`src/rtl/fifo_pkg.sv`:
```
// Purpose: shared constants and helpers for the parameterised synchronous FIFO.
// Latency: n/a (package only).
// Backpressure: n/a (package only).
package fifo_pkg;

  localparam int DEF_DATA_WIDTH = 8;
  localparam int DEF_DEPTH      = 16;

  // One extra MSB beyond the address width lets full and empty be told
  // apart when both pointers land on the same slot after a wrap.
  function automatic int ptr_width(input int depth);
    return $clog2(depth) + 1;
  endfunction

  function automatic bit is_pow2(input int v);
    return (v > 0) && ((v & (v - 1)) == 0);
  endfunction

endpackage

```
`src/rtl/fifo_mem.sv`:
```
// Purpose: DEPTH x DATA_WIDTH register array, one write port, one async read port.
// Latency: write lands on the clock edge; read data is combinational from raddr.
// Backpressure: none; the caller decides when a write is allowed.
//
// Ports: clk (rising-edge clock), we/waddr/wdata (write port),
//        raddr/rdata (asynchronous read port). Contents are not reset.
module fifo_mem #(
  parameter int DATA_WIDTH = 8,
  parameter int DEPTH      = 16,
  parameter int AW         = 4
) (
  input  logic                  clk,
  input  logic                  we,
  input  logic [AW-1:0]         waddr,
  input  logic [DATA_WIDTH-1:0] wdata,
  input  logic [AW-1:0]         raddr,
  output logic [DATA_WIDTH-1:0] rdata
);

  logic [DATA_WIDTH-1:0] mem_q [DEPTH];

  always_ff @(posedge clk) begin
    if (we) begin
      mem_q[waddr] <= wdata;
    end
  end

  assign rdata = mem_q[raddr];

endmodule

```
`src/rtl/param_sync_fifo.sv`:
```
// Purpose: single-clock FIFO with thresholds, sticky error flags and optional FWFT.
// Latency: FWFT=0 data one cycle after read accept; FWFT=1 head visible the cycle after write.
// Backpressure: writes refused while full, reads refused while empty (flags registered).
//
// Ports: clk, rst_n (async active-low), clr (sync flush),
//        w_en/data_in (write), r_en/data_out (read or pop in FWFT mode),
//        full/empty/almost_full/almost_empty/count (status),
//        overflow/underflow (sticky errors, cleared by clr or reset).
module param_sync_fifo
  import fifo_pkg::*;
#(
  parameter int DATA_WIDTH = DEF_DATA_WIDTH,
  parameter int DEPTH      = DEF_DEPTH,
  parameter int AF_LEVEL   = DEPTH - 2,
  parameter int AE_LEVEL   = 2,
  parameter int FWFT       = 0
) (
  input  logic                      clk,
  input  logic                      rst_n,
  input  logic                      clr,
  input  logic                      w_en,
  input  logic [DATA_WIDTH-1:0]     data_in,
  input  logic                      r_en,
  output logic [DATA_WIDTH-1:0]     data_out,
  output logic                      full,
  output logic                      empty,
  output logic                      almost_full,
  output logic                      almost_empty,
  output logic [$clog2(DEPTH):0]    count,
  output logic                      overflow,
  output logic                      underflow
);

  localparam int PW = ptr_width(DEPTH);
  localparam int AW = PW - 1;
  localparam logic [PW-1:0] AF_CNT = PW'(AF_LEVEL);
  localparam logic [PW-1:0] AE_CNT = PW'(AE_LEVEL);

  // Elaboration-time legality check of the parameter set.
  if (!is_pow2(DEPTH) || DEPTH < 4 || DATA_WIDTH < 1 || AE_LEVEL < 0 ||
      AE_LEVEL >= AF_LEVEL || AF_LEVEL > DEPTH) begin : g_param_err
    $error("param_sync_fifo: illegal parameters DEPTH=%0d AF_LEVEL=%0d AE_LEVEL=%0d",
           DEPTH, AF_LEVEL, AE_LEVEL);
  end

  logic [PW-1:0]         wr_ptr_q, wr_ptr_d;
  logic [PW-1:0]         rd_ptr_q, rd_ptr_d;
  logic [PW-1:0]         count_q,  count_d;
  logic                  full_q,   full_d;
  logic                  empty_q,  empty_d;
  logic                  af_q,     af_d;
  logic                  ae_q,     ae_d;
  logic                  ovf_q,    ovf_d;
  logic                  unf_q,    unf_d;
  logic                  wr_acc;
  logic                  rd_acc;
  logic [DATA_WIDTH-1:0] rdata;

  always_comb begin
    // Acceptance uses the registered flags, so a full FIFO still takes a
    // read and an empty FIFO still takes a write in the same cycle.
    wr_acc   = w_en && !full_q  && !clr;
    rd_acc   = r_en && !empty_q && !clr;
    wr_ptr_d = wr_ptr_q;
    rd_ptr_d = rd_ptr_q;
    ovf_d    = ovf_q;
    unf_d    = unf_q;

    if (clr) begin
      wr_ptr_d = '0;
      rd_ptr_d = '0;
      ovf_d    = 1'b0;
      unf_d    = 1'b0;
    end else begin
      if (wr_acc) wr_ptr_d = wr_ptr_q + PW'(1);
      if (rd_acc) rd_ptr_d = rd_ptr_q + PW'(1);
      if (w_en && full_q) ovf_d = 1'b1;
      // A read against an empty FIFO that is being written the same cycle is
      // a harmless collision, not a lost read, so it does not flag underflow.
      if (r_en && empty_q && !w_en) unf_d = 1'b1;
    end

    // Every status bit is derived from the next pointers so all of them move
    // together with count on the same edge.
    count_d = wr_ptr_d - rd_ptr_d;
    empty_d = (wr_ptr_d == rd_ptr_d);
    full_d  = (wr_ptr_d[AW-1:0] == rd_ptr_d[AW-1:0]) && (wr_ptr_d[AW] != rd_ptr_d[AW]);
    af_d    = (count_d >= AF_CNT);
    ae_d    = (count_d <= AE_CNT);
  end

  always_ff @(posedge clk or negedge rst_n) begin
    if (!rst_n) begin
      wr_ptr_q <= '0;
      rd_ptr_q <= '0;
      count_q  <= '0;
      full_q   <= 1'b0;
      empty_q  <= 1'b1;
      af_q     <= 1'b0;
      ae_q     <= 1'b1;
      ovf_q    <= 1'b0;
      unf_q    <= 1'b0;
    end else begin
      wr_ptr_q <= wr_ptr_d;
      rd_ptr_q <= rd_ptr_d;
      count_q  <= count_d;
      full_q   <= full_d;
      empty_q  <= empty_d;
      af_q     <= af_d;
      ae_q     <= ae_d;
      ovf_q    <= ovf_d;
      unf_q    <= unf_d;
    end
  end

  fifo_mem #(
    .DATA_WIDTH (DATA_WIDTH),
    .DEPTH      (DEPTH),
    .AW         (AW)
  ) u_mem (
    .clk   (clk),
    .we    (wr_acc),
    .waddr (wr_ptr_q[AW-1:0]),
    .wdata (data_in),
    .raddr (rd_ptr_q[AW-1:0]),
    .rdata (rdata)
  );

  if (FWFT != 0) begin : g_fwft
    // Head slot is always presented; r_en only advances the read pointer.
    assign data_out = rdata;
  end else begin : g_reg
    logic [DATA_WIDTH-1:0] dout_q;

    // Holds the last accepted word until the next accepted read.
    always_ff @(posedge clk or negedge rst_n) begin
      if (!rst_n) begin
        dout_q <= '0;
      end else if (rd_acc) begin
        dout_q <= rdata;
      end
    end

    assign data_out = dout_q;
  end

  assign full         = full_q;
  assign empty        = empty_q;
  assign almost_full  = af_q;
  assign almost_empty = ae_q;
  assign count        = count_q;
  assign overflow     = ovf_q;
  assign underflow    = unf_q;

endmodule

```
`config.mk`:
```
export PLATFORM = sky130hd
export DESIGN_NAME = param_sync_fifo
export DESIGN_NICKNAME = d
export VERILOG_FILES = /design/src/rtl/fifo_pkg.sv /design/src/rtl/fifo_mem.sv /design/src/rtl/param_sync_fifo.sv
export SDC_FILE = /design/constraint.sdc
export NUM_CORES = 1
export LEC_CHECK = 0
export ABC_AREA = 1
export ABC_CLOCK_PERIOD_IN_PS = 1900
export BUFFER_PORTS_ARGS = -buffer_cell sky130_fd_sc_hd__buf_4
export CORE_UTILIZATION = 55
export DETAILED_ROUTE_END_ITERATION = 10
export GPL_TIMING_DRIVEN = 0
export HOLD_SLACK_MARGIN = 0.15
export PLACE_DENSITY = 0.79
export SYNTH_ARGS = -nofsm -noshare
export SYNTH_HDL_FRONTEND = slang
export SYNTH_SLANG_ARGS = --single-unit
```
`constraint.sdc`:
```
create_clock -name clk -period 1.9 [get_ports clk]
set_input_delay 0.38 -clock clk [delete_from_list [all_inputs] [get_ports clk]]
set_output_delay 0.38 -clock clk [all_outputs]
set_load 0.02 [all_outputs]
```
==> flow_metrics.env <==
export IMPL_die_h_um=112
export IMPL_cpPeakStageDelay_ns=0.41
export IMPL_path_class="flip-flop to flip-flop"
export IMPL_drt_iter0_markers=495
export IMPL_synth_distinct_cells=37
export IMPL_period_share_pct=122
export IMPL_diodes=0
export IMPL_ys_async_sr_fraction_pct=18.5
export IMPL_violations="DRC, setup timing"
export IMPL_nets=671
export IMPL_slew_headroom_pct=54.6
export IMPL_synthCells=572
export IMPL_first_pass_iters=8
export IMPL_vias_per_cell=5.96
export IMPL_worst_slew_pin_slew_ns=0.678
export IMPL_final_setup_tns_ns=-1.54
export IMPL_hold_slack_ns=0.211
export IMPL_io_buffers=30
export IMPL_syn_avg_cell_area_um2=11.6
export IMPL_drc_errors=2
export IMPL_finalSetupViolations=6
export IMPL_vias=4792
export IMPL_drive_gt1_share_pct=25.4
export IMPL_start_util_pct=57.3
export IMPL_cts_tree="yes"
export IMPL_critical_path_arrival_ns=2.68
export IMPL_dieWidth_um=112
export IMPL_leakage_nw=3.14
export IMPL_slew_viol_final=0
export IMPL_finalHoldViolCount=0
export IMPL_core_area_um2=11600
export IMPL_maxCapViolations=0
export IMPL_drt_wirelength_per_cell_um=20.7
export IMPL_filler_cell_count=753
export IMPL_ys_warnings_count=0
export IMPL_syn_to_final_growth_pct=22.6
export IMPL_synth_area_um2=6620
export IMPL_grt_ovfl_total=0
export IMPL_first_global_vias=4666
export IMPL_rsz0062_at_grt="true"
export IMPL_total_power_mw=9.42
export IMPL_clock_sinks=157
export IMPL_critPathLaunchType="flip-flop"
export IMPL_outcome="finished with violations"
export IMPL_grt_max_degree=30
export IMPL_final_cell_area_um2=8120
export IMPL_ys_flop_type="edfxtp_1"
export IMPL_postRouteWirelength_mm=16.6
export IMPL_yosysSeqAreaShare_pct=69.0
export IMPL_synth_edff_count=128
export IMPL_clk_pin_slew_ns=0.06
export IMPL_final_antenna_net_count=0
export IMPL_ys_seq_elements=157
export IMPL_clockBufferDepth=2
export IMPL_place_hpwl_mm=10.3
export IMPL_dieArea_um2=12500
export IMPL_gp_congestion=0.950
export IMPL_cp_end_kind="flip-flop"
export IMPL_crit_chain="inv_2 -> nand2_4 -> nor2_4 -> nand2_2 -> nor3_2 -> nor2_1 -> nor3_2 -> ha_4 -> a21o_1 -> a31oi_4 -> inv_1 -> nand3_2 -> nand2_2 -> nor2_2"
export IMPL_cts_made_buffers=17
export IMPL_grt_pass1_wl_mm=24.8
export IMPL_dp_slack_ns=-0.482
export IMPL_antenna_found_initial=0
export IMPL_max_freq_mhz=432
export IMPL_ir_worst_vdd_v=0.000837
export IMPL_period_needed_ns=2.31
export IMPL_cts_root_buf="clkbuf_16"
export IMPL_critPathMaxFanout=4
export IMPL_rows=39
export IMPL_cp_top_family="simple AND/OR/NAND/NOR gates"
export IMPL_crit_slowest_cell="dfrtp_2"
export IMPL_synth_nets=595
export IMPL_layout_setup_ws_ns=-0.414
export IMPL_clk_latency_ns=0.43
export IMPL_ios=32
export IMPL_fin_skew_ns=0.00751
export IMPL_worst_path_buf_inv=2
export IMPL_grt_util_all_layers_pct=27.2
export IMPL_required_ns=2.27
export IMPL_dpl_cell_area_um2=7050
export IMPL_power_density_nw_per_um2=1160
export IMPL_hold_path_class="input port to flip-flop"
export IMPL_htreeDepth=4
-- path summary, 6_finish.rpt --
check | start | slack [ns] | end | depth (start not counted)
setup / recovery | full | -0.41 | almost_empty | 14
setup reg to reg | full | -0.41 | almost_empty | 14
min in group asynchronous | rst_n | 0.41 | count[4] | 2
hold reg to reg | data_out[6] | 0.48 | data_out[6] | 2
max in group asynchronous | rst_n | 1.17 | empty | 2
hold / removal | clr | 0.21 | overflow | 2
-- through the flow --
step,std cells,util [%]
finish,804,70.2
global route,804,70.2
CTS,791,68.5
detailed placement,745,61.0
global placement,745,61.0
floorplan,572,-
-- cell usage after synthesis, types with 2 or more instances --
master,number,area share [%]
edfxtp_1,128,58
nand2_1,124,7.0
nor2_1,72,4.1
o21ai_0,46,3.5
dfrtp_1,27,10
a21oi_1,24,1.8
inv_1,23,1.3
nand3_1,20,1.5
o22ai_1,16,1.5
a21boi_0,15,1.7
buf_2,9,0.68
ha_1,9,1.7
buf_6,6,1.0
o21ai_1,6,0.45
buf_4,4,0.45
nand4_1,4,0.38
nor2_2,4,0.38
nor3_1,4,0.30
clkbuf_1,3,0.17
inv_2,3,0.17
nand2_2,3,0.28
nand3_2,3,0.45
a31oi_1,2,0.19
clkbuf_2,2,0.15
dfstp_2,2,0.79
xor2_1,2,0.26
-- sequential cells by signal, indices dropped and copies added, names as in the netlist --
name	flops
u_mem.mem_q	128
data_out	8
count	5
rd_ptr_q	5
wr_ptr_q	5
almost_empty	1
almost_full	1
empty	1
full	1
overflow	1
underflow	1
-- routing by layer --
metal / global-route usage (%) / vias to the layer above / share of wire, %
met5: 0 / - / 0
met4: 14.3 / 0 / 3.5
met3: 6.10 / 47 / 7.9
met2: 42.4 / 250 / 48
met1: 36.1 / 2349 / 41
li1: - / 2146 / -
-- power breakdown --
part / internal [mW] / leakage (nW) / total (mW) / switching, mW
Combinational: 0.649 / 1.31 / 1.70 / 1.05
Clock: 2.39 / 0.311 / 3.70 / 1.31
Sequential: 3.91 / 1.52 / 4.02 / 0.105
-- final cells by class --
cell class / instances / area [um2] / area share, %
flip-flops and latches: 157 / 4570 / 56.3
clock inverters: 11 / 188 / 2.31
repair buffers: 59 / 459 / 5.66
clock buffers: 21 / 460 / 5.67
well taps: 143 / 179 / 2.20
multi-input cells: 363 / 1960 / 24.2
inverters: 28 / 116 / 1.43
plain buffers: 22 / 179 / 2.20
-- cells by family after synthesis --
family / count (synthesis) / synth area share [%]
buffers and inverters: 52 / 4.10
adders and majority gates: 10 / 2.00
AOI/OAI and AO/OA: 114 / 9.71
xor gates and xnor gates: 2 / 0.265
DFF: 157 / 69.0
and+or+nand+nor: 237 / 14.9
-- worst reg2reg max path: stages (launching register included) --
cell     delay, ns
dfrtp_2       0.41
inv_2         0.07
nand2_4       0.07
nor2_4        0.12
nand2_2       0.08
nor3_2        0.14
nor2_1        0.07
nor3_2        0.31
ha_4          0.27
a21o_1        0.21
a31oi_4       0.18
inv_1         0.07
nand3_2       0.10
nand2_2       0.07
nor2_2        0.08
-- cell usage in the layout, fill, tap and decap left out, types with 9 or more instances in the layout --
cell type	n
a21boi_0	15
a21oi_1	19
buf_4	58
buf_6	9
clkbuf_16	17
dfrtp_1	25
edfxtp_1	128
inv_1	18
nand2_1	119
nand3_1	20
nor2_1	57
nor2_2	18
o21ai_0	40
o21ai_1	11
o22ai_1	16
-- repair_timing --
action                                 CTS  global route
pin swaps                               11            10
gates cloned                             0             1
setup endpoints to repair               47            66
gates resized for setup                 29            32
buffers inserted                        15            12
hold buffers                             1             0
endpoints found under the hold margin   27             0
No activity file was read; power rests on OpenSTA's default activity.
